==> config.mk <==
export PLATFORM = sky130hd
export DESIGN_NAME = lfsr_gen
export DESIGN_NICKNAME = d
export VERILOG_FILES = /design/src/rtl/lfsr_gen.sv
export SDC_FILE = /design/constraint.sdc
export NUM_CORES = 1
export LEC_CHECK = 0
export CAP_MARGIN = 20
export CORE_MARGIN = 2
export CORE_UTILIZATION = 45
export DETAILED_ROUTE_END_ITERATION = 16
export PLACE_DENSITY = 0.83
export SLEW_MARGIN = 20
export SYNTH_ARGS = -nofsm -noshare
export SYNTH_HDL_FRONTEND = slang
export SYNTH_SLANG_ARGS = --single-unit
==> constraint.sdc <==
create_clock -name clk -period 2 [get_ports clk]
set_input_delay 0.4 -clock clk [delete_from_list [all_inputs] [get_ports clk]]
set_output_delay 0.4 -clock clk [all_outputs]
set_load 0.005 [all_outputs]
==> src/rtl/lfsr_gen.sv <==
// Parametrised Fibonacci LFSR with seed load, zero-seed protection and
// period measurement against the loaded seed.
module lfsr_gen #(
  parameter int unsigned      WIDTH        = 8,
  parameter logic [WIDTH-1:0] TAPS         = WIDTH'(8'hB8),
  parameter logic [WIDTH-1:0] DEFAULT_SEED = WIDTH'(8'h01)
) (
  input  logic             clk,
  input  logic             rst_n,
  input  logic             en,
  input  logic             load,
  input  logic [WIDTH-1:0] seed,
  output logic [WIDTH-1:0] q,
  output logic             fb_bit,
  output logic [WIDTH-1:0] step_cnt,
  output logic             period_done,
  output logic [WIDTH-1:0] period_len,
  output logic             seed_err
);

  logic [WIDTH-1:0] seed_reg;
  logic [WIDTH-1:0] q_step;
  logic [WIDTH-1:0] cnt_inc;

  logic [WIDTH-1:0] q_nxt;
  logic [WIDTH-1:0] seed_reg_nxt;
  logic [WIDTH-1:0] step_cnt_nxt;
  logic             period_done_nxt;
  logic [WIDTH-1:0] period_len_nxt;
  logic             seed_err_nxt;

  // Feedback is the parity of the tapped state bits; it becomes the next LSB.
  assign fb_bit  = ^(q & TAPS);
  assign q_step  = {q[WIDTH-2:0], fb_bit};
  assign cnt_inc = step_cnt + WIDTH'(1);

  // Next-state selection: load beats en; idle cycles hold and clear the pulse.
  always_comb begin
    q_nxt           = q;
    seed_reg_nxt    = seed_reg;
    step_cnt_nxt    = step_cnt;
    period_done_nxt = 1'b0;
    period_len_nxt  = period_len;
    seed_err_nxt    = seed_err;

    if (load) begin
      step_cnt_nxt = '0;
      if (seed == '0) begin
        q_nxt        = DEFAULT_SEED;
        seed_reg_nxt = DEFAULT_SEED;
        seed_err_nxt = 1'b1;
      end else begin
        q_nxt        = seed;
        seed_reg_nxt = seed;
        seed_err_nxt = 1'b0;
      end
    end else if (en) begin
      q_nxt        = q_step;
      step_cnt_nxt = cnt_inc;
      if (q_step == seed_reg) begin
        // Completing a period restarts the step count for the next period.
        period_done_nxt = 1'b1;
        period_len_nxt  = cnt_inc;
        step_cnt_nxt    = '0;
      end
    end
  end

  // State and output registers with asynchronous reset to the default seed.
  always_ff @(posedge clk or negedge rst_n) begin
    if (!rst_n) begin
      q           <= DEFAULT_SEED;
      seed_reg    <= DEFAULT_SEED;
      step_cnt    <= '0;
      period_done <= 1'b0;
      period_len  <= '0;
      seed_err    <= 1'b0;
    end else begin
      q           <= q_nxt;
      seed_reg    <= seed_reg_nxt;
      step_cnt    <= step_cnt_nxt;
      period_done <= period_done_nxt;
      period_len  <= period_len_nxt;
      seed_err    <= seed_err_nxt;
    end
  end

endmodule

==> results of run 1 <==
layout by cell type (no fill, tap or decap), types with 2 or more instances in the layout:
master / count
buf_4: 10
clkdlybuf4s50_1: 37
mux2_4: 7
and3_1: 2
dfrtp_2: 2
nor3b_1: 2
clkbuf_8: 6
nor2_1: 3
dfstp_2: 2
nand4_1: 2
o21ai_0: 16
xnor2_2: 2
nand2_1: 11
inv_1: 11
nand3_1: 5
mux2i_1: 8
nor3_1: 2
and2_1: 8
nor2b_1: 2
xnor2_1: 9
dfrtp_1: 30
xor2_1: 10
nor4_1: 2
timing repair:
action	CTS	global route
endpoints found under the setup margin	1	12
gates resized for setup	5	1
hold buffers	0	0
pin swaps	3	1
setup buffers	2	1
cloned	0	0
layout make-up:
class | instances | area share
clock buffer | 7 | 0.0374
clock inverter | 1 | 0.00217
sequential | 34 | 0.370
tap | 48 | 0.0260
multi-input combinational | 101 | 0.341
timing repair buffer | 49 | 0.205
inverter | 11 | 0.0179
metal layers:
| metal | share of wire | routed length (um) | vias up | track usage |
|---|---|---|---|---|
| met5 | 0 | 0 | - | 0 |
| met4 | 0.014 | 49 | 0 | 0.0547 |
| met3 | 0.060 | 204 | 5 | 0.0599 |
| met2 | 0.50 | 1710 | 36 | 0.310 |
| met1 | 0.43 | 1450 | 591 | 0.213 |
| li1 | - | - | 613 | - |
kinds of logic after synthesis:
| kind of cell | after synthesis |
|---|---|
| DFF | 34 |
| muxes | 15 |
| AOI/OAI and AO/OA | 21 |
| buffers and inverters | 18 |
| adders and majority gates | 1 |
| xor gates and xnor gates | 23 |
| and+or+nand+nor | 41 |
report_power, final:
| part | switching [uW] | internal (uW) | total (uW) | leakage (uW) |
|---|---|---|---|---|
| combinational | 126 | 183 | 309 | 0.000586 |
| clock | 244 | 278 | 522 | 0.0000482 |
| sequential | 46.2 | 732 | 778 | 0.000434 |
critical path, delay by kind of cell, from the launching register on:
kind                      cells  cell delay, ps
buffers and inverters         2             290
DFF                           1             470
xor gates and xnor gates      2             540
muxes                         1             290
and+or+nand+nor               1             240
stage by stage:
stage | util | instance area (um2) | setup WS, ps
after global placement | 0.597 | 2170 | 120
after CTS | 0.631 | 2290 | 29.7
after detailed placement | 0.597 | 2170 | 92.4
after global routing | 0.636 | 2310 | -4.10
after floorplan | - | 1690 | 222
final | 0.636 | 2310 | 44.2
path summary, 6_finish.rpt:
| check | start | endpoint | slack [ps] | cells past startpoint |
|---|---|---|---|---|
| max | q[3] | period_len[4] | 40 | 6 |
| min reg2reg | period_len[5] | period_len[5] | 510 | 1 |
| min | period_len[5] | period_len[5] | 510 | 1 |
| min in group asynchronous | rst_n | seed_reg[6] | 520 | 2 |
| max reg2reg | q[3] | period_len[4] | 40 | 6 |
| max in group asynchronous | rst_n | seed_reg[0] | 1160 | 2 |
cells in the mapped netlist:
cell type  number
nor2b_1         2
and2_1          8
nand2_1        11
clkbuf_1        4
inv_1          11
nor3_1          2
and3_1          2
o21ai_0        16
and4_1          1
nor4_1          2
dfstp_2         2
a41o_1          1
dfrtp_1        32
a2bb2oi_1       1
buf_1           2
xor2_1         10
and2b_1         1
a31o_2          1
nand4_1         2
nor2_1          3
mux2i_1         8
buf_6           1
a31oi_1         1
xnor2_1        11
a41oi_1         1
nand3_1         5
mux2_4          7
xnor3_1         1
ha_1            1
nor3b_1         2
xnor2_2         1
==> results.py, run 1 <==
metrics = {
    "status": {
        "run_status": "finished, final reports clean",
    },
    "die": {
        "start_util": 0.465,
        "die-width_um": 65.3,
        "ios": 39,
        "core_area_mm2": 0.00363,
        "die_area_mm2": 0.00426,
        "die_h_um": 65.3,
        "rows": 22,
    },
    "critical_path": {
        "start_kind": "flip-flop",
        "slowest_delay_ps": 470,
        "critical_path_required_ps": 2170,
        "slowest_stage": "dfrtp_2",
        "critPathKind": "flip-flop to flip-flop",
        "worstPathMaxFanout": 8,
        "worstPathArrival_ps": 2120,
        "crit_path_end_kind": "flip-flop",
        "path_cells": "xnor2_4 -> buf_4 -> xnor3_1 -> and4_1 -> buf_12 -> mux2_4",
    },
    "cts": {
        "root_buffer": "clkbuf_8",
        "htreeDepth": 2,
        "cts_tree": "done",
        "cts.clk_slew.worst_paths_ps": 70,
        "cts_buffers": 5,
        "cts_sinks": 34,
        "clock_latency_ps": 290,
        "cts.path.max_buffers": 2,
    },
    "drt": {
        "wl_um": 3410,
        "dr.pass1.iters": 4,
        "wl_per_cell_um": 13.6,
        "drt_iter0_drc": 25,
        "drc_errors": 0,
        "ant_nets": 0,
        "vias": 1245,
        "post_drt_via_cell_ratio": 4.96,
    },
    "placed_design": {
        "portBuffers": 38,
        "dp.cells": 240,
        "gp_congestion": 0.746,
        "dp_hpwl_um": 2430,
    },
    "synthesis": {
        "synth-compound-area-share": 0.0725,
        "synth-simple-area-share": 0.130,
        "synth_area_leaders": "dfrtp_1, mux2_4, xnor2_1, xor2_1, mux2i_1",
        "synth_cells": 153,
        "yosysTopAreaCell": "dfrtp_1",
        "synth-adder-area-share": 0.00740,
        "synth_top_family_by_area": "XOR/XNOR gates",
        "synth_top_area_frac": 0.474,
        "ys_warn_count": 0,
        "syn-cell-area_mm2": 0.00169,
        "synth_nets": 166,
        "synth-seq-cells": 34,
        "ys_seq_area_frac": 0.505,
        "synth.distinct_cells": 31,
        "synthXorXnorAreaFrac": 0.132,
        "avgSynthCellArea_um2": 11.0,
        "synthMuxAreaShare": 0.110,
    },
    "global_routing": {
        "grt_pass1_wl_um": 5720,
        "grt.overflow.total": 0,
        "grt_pass1_vias": 1236,
        "track_usage": 0.180,
        "grt_max_degree": 35,
        "antenna_found_initial": 0,
    },
    "timing": {
        "fmax_mhz": 511,
        "hold_violations": 0,
        "report.final.setup_viol": 0,
        "hold_slack_ps": 512,
        "slew_headroom": 0.723,
        "period_needed_ps": 1960,
        "slew_violations": 0,
        "tightest_slew_ps": 415,
        "clock_skew_ps": 7.13,
        "fin_crit_sh": 0.978,
        "tns_ps": 0,
    },
    "final_layout": {
        "fin_cells": 251,
        "drive_gt1_frac": 0.163,
        "multi_input_area_um2": 788,
        "syn_to_final_growth_pct": 36.7,
        "regArea_um2": 856,
        "diodes": 0,
        "nNetsFinal": 215,
        "nFillCells": 303,
    },
    "power": {
        "vdd_ir_drop_max_mv": 0.527,
        "powerDensity_mw_per_mm2": 696,
        "leakage_uw": 0.00107,
        "p_total_uw": 1610,
    },
    "run": {
        "cap_violations": 0,
    },
    "worst_hold_path": {
        "min_path_type": "flip-flop to flip-flop",
    },
}
(Power assumes the default switching activity.)
==> run 2: changes to the inputs <==
--- a/config.mk
+++ b/config.mk
@@ -9,7 +9,7 @@
 export CORE_MARGIN = 2
 export CORE_UTILIZATION = 45
 export DETAILED_ROUTE_END_ITERATION = 16
-export PLACE_DENSITY = 0.83
+export PLACE_DENSITY = 0.72
 export SLEW_MARGIN = 20
 export SYNTH_ARGS = -nofsm -noshare
 export SYNTH_HDL_FRONTEND = slang
==> run 2 against run 1 <==
Compared with the run above:
- clock power increased by 2%
- count of clock-buffer cells in the layout unchanged
- sequential share of layout area increased by 0.16 points
==> results.py, run 2 (synthesis results as in run 1) <==
metrics = {
    "die": {
        "die_h_um": 65.3,
        "core_area_mm2": 0.00363,
        "ios": 39,
        "die_area_mm2": 0.00426,
        "rows": 22,
        "die-width_um": 65.3,
        "start_util": 0.465,
    },
    "power": {
        "p_total_uw": 1620,
        "p_sw_frac": 0.262,
        "power_frac_clock": 0.328,
        "power.net_switching_uw": 425,
        "vdd_ir_drop_max_mv": 0.363,
        "sequentialPowerShare": 0.478,
        "powerDensity_mw_per_mm2": 704,
        "combPwrFrac": 0.194,
        "leakage_uw": 0.00107,
        "internal-power_uw": 1200,
    },
    "final_layout": {
        "regArea_um2": 856,
        "design_area_mm2": 0.00230,
        "diodes": 0,
        "final_cell_mix": "clkdlybuf4s50_1, dfrtp_1, o21ai_0",
        "final_common_cell": "clkdlybuf4s50_1",
        "nNetsFinal": 215,
        "syn_to_final_growth_pct": 36.1,
        "nFillCells": 310,
        "fin_cells": 251,
        "multi_input_area_um2": 791,
        "drive_gt1_frac": 0.167,
    },
    "timing": {
        "fmax_mhz": 540,
        "period_needed_ps": 1850,
        "slew_headroom": 0.716,
        "fin_crit_sh": 0.925,
        "hold_violations": 0,
        "hold_slack_ps": 515,
        "clock_skew_ps": 7.05,
        "report.final.setup_viol": 0,
        "slew_violations": 0,
        "tightest_slew_ps": 425,
        "rsz0062_at_grt": "no",
        "tns_ps": 0,
    },
    "placed_design": {
        "dpl_cell_area_mm2": 0.00216,
        "portBuffers": 38,
        "dp.cells": 240,
        "gp_congestion": 0.786,
        "dp_hpwl_um": 2410,
    },
    "cts": {
        "cts_buffers": 5,
        "cts_tree": "done",
        "cts_sinks": 34,
        "htreeDepth": 2,
        "clock_latency_ps": 290,
        "cts.path.max_buffers": 2,
        "root_buffer": "clkbuf_8",
        "cts.clk_slew.worst_paths_ps": 70,
    },
    "global_routing": {
        "track_usage": 0.186,
        "grt.overflow.total": 0,
        "grt_pass1_wl_um": 5960,
        "antenna_found_initial": 0,
        "grt_max_degree": 35,
        "grt_pass1_vias": 1313,
    },
    "critical_path": {
        "crit_path_end_kind": "flip-flop",
        "slowest_delay_ps": 460,
        "worstPathMaxFanout": 8,
        "path_cells": "xor2_1 -> nor4_1 -> and4_4 -> mux2_4",
        "start_kind": "flip-flop",
        "critical_path_required_ps": 2170,
        "crit_buf_inv": 0,
        "slowest_stage": "dfrtp_2",
        "worstPathArrival_ps": 2020,
        "critical-path-top-delay-family": "simple AND/OR/NAND/NOR gates",
        "critPathKind": "flip-flop to flip-flop",
    },
    "run": {
        "cap_violations": 0,
    },
    "drt": {
        "wl_um": 3430,
        "post_drt_via_cell_ratio": 4.97,
        "drc_errors": 0,
        "dr.pass1.iters": 4,
        "wl_per_cell_um": 13.7,
        "drt_iter0_drc": 49,
        "vias": 1248,
        "ant_nets": 0,
    },
    "status": {
        "run_status": "finished, final reports clean",
    },
    "worst_hold_path": {
        "min_path_type": "flip-flop to flip-flop",
    },
}
==> run 2: path summary, 6_finish.rpt <==
kind / cells past startpoint / slack (ps) / end / startpoint
hold reg to reg: 1 / 510 / period_len[1] / period_len[1]
max in group asynchronous: 2 / 1150 / q[5] / rst_n
min in group asynchronous: 2 / 520 / seed_reg[1] / rst_n
hold / removal: 1 / 510 / period_len[1] / period_len[1]
setup reg to reg: 4 / 150 / period_len[2] / q[4]
setup / recovery: 4 / 150 / period_len[2] / q[4]
==> run 2: metal layers <==
metal | vias up | GRT usage | wire length [um]
met2 | 37 | 0.297 | 1630
met1 | 593 | 0.231 | 1570
met4 | 0 | 0.109 | 88
li1 | 609 | - | -
met3 | 9 | 0.0411 | 143
met5 | - | 0 | 0
==> run 2: power by group through the flow <==
| stage | clock network (uW) | registers (uW) | logic, uW |
|---|---|---|---|
| 2_1_floorplan | 0 | 781 | 137 |
| 3_3_place_gp | 0 | 782 | 283 |
| 3_5_place_dp | 0 | 784 | 287 |
| 4_1_cts | 534 | 775 | 317 |
| 5_1_grt | 573 | 780 | 348 |
| 6_report | 531 | 775 | 314 |
==> run 2: area by class of cell <==
type                            count  area share
Timing Repair Buffer               49       0.201
Multi-Input combinational cell    101       0.344
Clock buffer                        7      0.0375
Inverter                           11      0.0179
Sequential cell                    34       0.372
Clock inverter                      1     0.00218
Tap cell                           48      0.0261
==> run 2: what timing repair did <==
| action | CTS | global route |
|---|---|---|
| gates resized for setup | 7 | 1 |
| setup endpoints to repair | 8 | 7 |
| pin swaps | 3 | 0 |
| setup buffers | 3 | 0 |
| hold buffers | 0 | 0 |
==> run 2: per-stage QoR <==
stage                util  setup slack (ps)
global route        0.633              55.8
CTS                 0.633              88.0
floorplan               -               222
finish              0.633               149
detailed placement  0.594             -31.0
global placement    0.594              12.7
==> run 3: changes to the inputs <==
--- a/config.mk
+++ b/config.mk
@@ -6,10 +6,13 @@
 export NUM_CORES = 1
 export LEC_CHECK = 0
 export CAP_MARGIN = 20
+export CELL_PAD_IN_SITES_DETAIL_PLACEMENT = 1
+export CELL_PAD_IN_SITES_GLOBAL_PLACEMENT = 2
 export CORE_MARGIN = 2
-export CORE_UTILIZATION = 45
+export CORE_UTILIZATION = 31
 export DETAILED_ROUTE_END_ITERATION = 16
-export PLACE_DENSITY = 0.72
+export MAX_ROUTING_LAYER = met4
+export PLACE_DENSITY = 0.77
 export SLEW_MARGIN = 20
 export SYNTH_ARGS = -nofsm -noshare
 export SYNTH_HDL_FRONTEND = slang
==> run 3 against run 2 <==
Compared with the run above:
- global-route usage decreased by 3.7 points
- register-to-register slack got worse by 50 ps
- via count increased by 1.1%
- worst setup slack got worse by 55 ps
- hold slack improved by 1.7 ps
- first-iteration DRC count decreased by 37%
- combinational power decreased by 2%
- die area increased by 42%
- core utilization decreased by 19 points
- total power decreased by 0.49%
==> results.py, run 3 (synthesis results as in run 1) <==
metrics = {
    "placed_design": {
        "portBuffers": 38,
        "dp_hpwl_um": 3030,
        "gp_congestion": 0.719,
        "pre_cts_slack_ps": -78.7,
    },
    "drt": {
        "vias": 1262,
        "wl_um": 4050,
        "post_drt_via_cell_ratio": 4.64,
        "drc_errors": 0,
        "wl_per_cell_um": 14.9,
        "drt_iter0_drc": 31,
        "dr.pass1.iters": 4,
        "ant_nets": 0,
    },
    "timing": {
        "fin_crit_sh": 0.953,
        "rsz0062_at_grt": "no",
        "report.final.setup_viol": 0,
        "period_needed_ps": 1910,
        "worst_slack_ps": 94.7,
        "hold_violations": 0,
        "tightest_slew_ps": 430,
        "slew_violations": 0,
        "clock_skew_ps": 4.28,
        "fmax_mhz": 525,
        "slew_headroom": 0.711,
    },
    "global_routing": {
        "grt_max_degree": 35,
        "grt_pass1_wl_um": 6830,
        "grt.overflow.total": 0,
        "track_usage": 0.149,
        "grt_pass1_vias": 1399,
        "antenna_found_initial": 0,
    },
    "critical_path": {
        "worstPathArrival_ps": 1510,
        "reg2reg_slack_ps": 100,
        "worstPathMaxFanout": 5,
        "cp-startpoint": "q[5]",
        "start_kind": "flip-flop",
        "critPathKind": "flip-flop to primary output",
        "reg2regPathDepth": 5,
        "reg2reg_from": "q[3]",
        "critical_path_required_ps": 1600,
        "crit_path_end_kind": "primary output",
        "reg2reg_to": "period_len[7]",
    },
    "die": {
        "start_util": 0.327,
        "ios": 39,
        "die_h_um": 77.8,
        "die_area_mm2": 0.00606,
        "die-width_um": 77.8,
        "core_area_mm2": 0.00517,
        "rows": 26,
    },
    "power": {
        "vdd_ir_drop_max_mv": 0.241,
        "leakage_uw": 0.00105,
        "p_total_uw": 1610,
        "powerDensity_mw_per_mm2": 698,
    },
    "cts": {
        "cts.clk_slew.worst_paths_ps": 70,
        "htreeDepth": 2,
        "cts.path.max_buffers": 2,
        "cts_sinks": 34,
        "cts_buffers": 5,
        "cts_tree": "done",
        "root_buffer": "clkbuf_8",
        "cts_hold_buf": 0,
        "clock_latency_ps": 290,
    },
    "final_layout": {
        "diodes": 0,
        "nNetsFinal": 214,
        "final_cell_mix": "clkdlybuf4s50_1, dfrtp_1, o21ai_0",
        "drive_gt1_frac": 0.168,
        "final_common_cell": "clkdlybuf4s50_1",
        "syn_to_final_growth_pct": 36.7,
    },
    "status": {
        "run_status": "finished, final reports clean",
    },
    "worst_hold_path": {
        "min-delay-start": "period_len[4]",
        "min_path_type": "flip-flop to flip-flop",
        "worstHoldEndpoint": "period_len[4]",
        "hold_path_depth": 1,
    },
    "run": {
        "cap_violations": 0,
    },
}
==> run 3: cell count changes in the layout (fill, tap and decap cells not counted), sizes merged <==
cell | before | now
buf | 11 | 10
==> run 3: layout make-up <==
cell class | count | area (um2)
sequential | 34 | 857
clock inverter | 1 | 5.00
clock buffer | 7 | 86.3
inverter | 11 | 41.3
timing repair buffer | 48 | 454
tap | 70 | 87.6
multi-input combinational | 101 | 779
fill | 573 | 2860
==> run 3: metal layers <==
metal	vias up	GRT usage	share of wire
met2	38	0.252	0.49
met4	0	0.0482	0.014
met5	-	-	0
met3	6	0.0430	0.058
met1	612	0.170	0.43
li1	606	-	-
==> run 3: worst max-delay path by stage <==
stage,endpoint,slack (ps)
floorplan,period_len[1],220
global placement,period_len[1],-40
detailed placement,period_len[1],-80
CTS,period_len[7],20
global route,fb_bit,3
finish,fb_bit,90
==> run 3: power breakdown <==
part / switching, uW / internal, uW / total [uW]
Clock: 251 / 278 / 529
Combinational: 136 / 171 / 307
Sequential: 44.3 / 732 / 776
Total: 431 / 1180 / 1610
==> run 3: what timing repair did <==
item                                    4_1_cts  5_1_grt
endpoints found under the setup margin        8        7
resized for setup                             6        2
buffers inserted                              1        0
pin swaps                                     2        0
cloned                                        0        0
==> run 3: metrics by stage <==
| step | instance area (um2) | instances | hold WS [ps] | utilization | TNS (ps) |
|---|---|---|---|---|---|
| after detailed placement | 2190 | 263 | 504 | 0.424 | -505 |
| after global routing | 2310 | 272 | 533 | 0.447 | 0 |
| after global placement | 2190 | 263 | 498 | 0.424 | -274 |
| final | 2310 | 272 | 517 | 0.447 | 0 |
| after CTS | 2300 | 272 | 520 | 0.445 | 0 |
| after floorplan | 1690 | 153 | 104 | - | 0 |
==> run 3: critical path, cell delays in order (launching register included) <==
cell and delay [ps]:
dfrtp_2 460, xnor2_2 170, xnor2_1 240, inv_1 80
dlygate4sd2_1 270
==> edit: new RTL, settings of run 2 <==
Set the parameter `WIDTH` to 10 (it was 8).
--- a/src/rtl/lfsr_gen.sv
+++ b/src/rtl/lfsr_gen.sv
@@ -1,7 +1,7 @@
 // Parametrised Fibonacci LFSR with seed load, zero-seed protection and
 // period measurement against the loaded seed.
 module lfsr_gen #(
-  parameter int unsigned      WIDTH        = 8,
+  parameter int unsigned      WIDTH        = 10,
   parameter logic [WIDTH-1:0] TAPS         = WIDTH'(8'hB8),
   parameter logic [WIDTH-1:0] DEFAULT_SEED = WIDTH'(8'h01)
 ) (
Interface: changed (resized period_len, q, seed and step_cnt); port bits go from 39 to 47. The function was not compared with the original's and may differ.
==> edit against run 2 <==
  * Design area is 28% higher
  * Routed wire length rose by 39%
  * Power is 25% higher
  * Setup slack got worse by 0.061 ns
  * Largest cell class is now multi-input combinational cells
  * Synthesized area increased by 27%
  * Sequential cell count up 8
  * Non-clock buffer count is 16 higher
  * Die area up 26%
  * Count of clock-buffer cells in the layout down 2
==> edit: results (changes against run 2) <==
<table>
<tr><th>Metric</th><th>Value</th></tr>
<tr><th colspan="2">Status</th></tr>
<tr><td>Result of the run</td><td>finished clean (unchanged)</td></tr>
<tr><th colspan="2">STA</th></tr>
<tr><td>Clock skew after layout</td><td>0.00473 ns (was 0.00705 ns)</td></tr>
<tr><th colspan="2">Placed design</th></tr>
<tr><td>Area of placed instances</td><td>2730 µm² (was 2160 µm²)</td></tr>
<tr><td>Final GP Congestion</td><td>0.810 (was 0.786)</td></tr>
<tr><th colspan="2">GRT</th></tr>
<tr><td>M1 GR Usage</td><td>26.1% (was 23.1%)</td></tr>
<tr><td>Vias in the first global route</td><td>1560 (was 1313)</td></tr>
<tr><td>First-pass GRT wire length</td><td>7.58 mm (was 5.96 mm)</td></tr>
<tr><td>Maximum number of pins on one net before global-route repair</td><td>43 (was 35)</td></tr>
<tr><td>Met3 demand-to-capacity share in global routing</td><td>5.52% (was 4.11%)</td></tr>
<tr><td>GRT Total Usage</td><td>18.9% (was 18.6%)</td></tr>
<tr><th colspan="2">Power and ir drop</th></tr>
<tr><td>Worst IR Drop VDD</td><td>0.000505 V (was 0.000363 V)</td></tr>
<tr><td>P_leak</td><td>1.32 nW (was 1.07 nW)</td></tr>
<tr><th colspan="2">Final layout</th></tr>
<tr><td>Count of filler cells inserted in the layout</td><td>390 (was 310)</td></tr>
<tr><td>Ratio of cells with drive above 1 in the final layout</td><td>21.3% (was 16.7%)</td></tr>
<tr><td>Number of nets in the finished design</td><td>272 (was 215)</td></tr>
<tr><th colspan="2">Yosys</th></tr>
<tr><td>Post-synthesis share of cell area spent on xor and xnor gates</td><td>9.18% (was 13.2%)</td></tr>
<tr><td>Adder and majority cell fraction of the synthesized area</td><td>0.581% (was 0.740%)</td></tr>
<tr><td>Number of library cell types mapped by synthesis</td><td>39 (was 31)</td></tr>
<tr><td>Synthesized-area fraction occupied by ao, oa, aoi and oai cells</td><td>12.6% (was 7.25%)</td></tr>
<tr><td>Main area contributors after synthesis</td><td>dfrtp_1 46%, mux2_4 6.3%, o21ai_1 5.8% (was dfrtp_1 47%, mux2_4 6.2%, xnor2_1 5.7%)</td></tr>
<tr><td>Synthesized Nets</td><td>207 (was 166)</td></tr>
<tr><th colspan="2">Detailed routing</th></tr>
<tr><td>Via density per instance</td><td>5.29 (was 4.97)</td></tr>
<tr><td>Routed wire length</td><td>4.76 mm (was 3.43 mm)</td></tr>
<tr><th colspan="2">Worst setup path</th></tr>
<tr><td>Maximum fanout count along the critical path</td><td>6 (was 8)</td></tr>
<tr><td>Critical path data arrival time</td><td>2.10 ns (was 2.02 ns)</td></tr>
</table>
edit: cell types whose count changed in the layout (fill, tap and decap cells not counted), sizes merged, moves of 6 or more:
| cell | delta |
|---|---|
| o21ai | +10 |
| buf | +9 |
| and2 | -8 |
| dfrtp | +8 |
| clkdlybuf4s50 | +7 |
| o31ai | +7 |
| a32oi | +6 |
| nor2 | +6 |
edit: path summary, 6_finish.rpt:
kind,end,slack [ns],cells after the start
setup / recovery,period_len[3],0.09,6
hold / removal,seed_err,0.15,2
setup reg to reg,period_len[3],0.09,6
hold reg to reg,period_len[0],0.50,2
max in group asynchronous,q[4],1.44,2
min in group clk,period_len[0],0.50,2
edit: kinds of logic after synthesis:
logic type	after synthesis
flops	42
mux	18
compound gates	43
buf+inv	20
simple gates	48
fa+ha+maj	1
xor+xnor	20
edit: area by class of cell:
cell class              instances  share of cell area [%]
inverters                      12                    1.53
clock buffers                   5                    2.34
clock inverters                 3                    1.36
flip-flops and latches         42                    35.9
repair buffers                 65                    20.6
well taps                      54                    2.29
multi-input cells             131                    36.0
edit: metal layers:
layer | vias to the layer above | part of all wire, %
met1 | 782 | 46
met2 | 60 | 46
met5 | - | 0
met3 | 14 | 5.9
li1 | 795 | -
met4 | 0 | 2.1
edit: repair_timing:
| action | 4_1_cts | 5_1_grt |
|---|---|---|
| gates cloned | 0 | 1 |
| setup buffers | 5 | 2 |
| pin swaps | 3 | 7 |
| resized for setup | 3 | 7 |
| setup endpoints to repair | 1 | 10 |
| hold endpoints to repair | 0 | 0 |
edit: power by group:
| part | leakage, nW | switching [W] | internal (W) |
|---|---|---|---|
| clock network | 0.0579 | 0.000293 | 0.000367 |
| registers | 0.541 | 0.0000470 | 0.000899 |
| logic | 0.722 | 0.000187 | 0.000225 |
edit: stage by stage:
step / util (%) / std cells / hold WS [ns] / setup slack (ns) / total power (W)
global route: 63.2 / 312 / 0.197 / 0.00804 / 0.00213
detailed placement: 58.6 / 297 / 0.489 / 0.0364 / 0.00132
finish: 63.2 / 312 / 0.154 / 0.0886 / 0.00202
global placement: 58.6 / 297 / 0.484 / 0.0367 / 0.00132
floorplan: - / 192 / 0.104 / 0.254 / 0.00115
CTS: 61.9 / 310 / 0.175 / 0.00936 / 0.00202
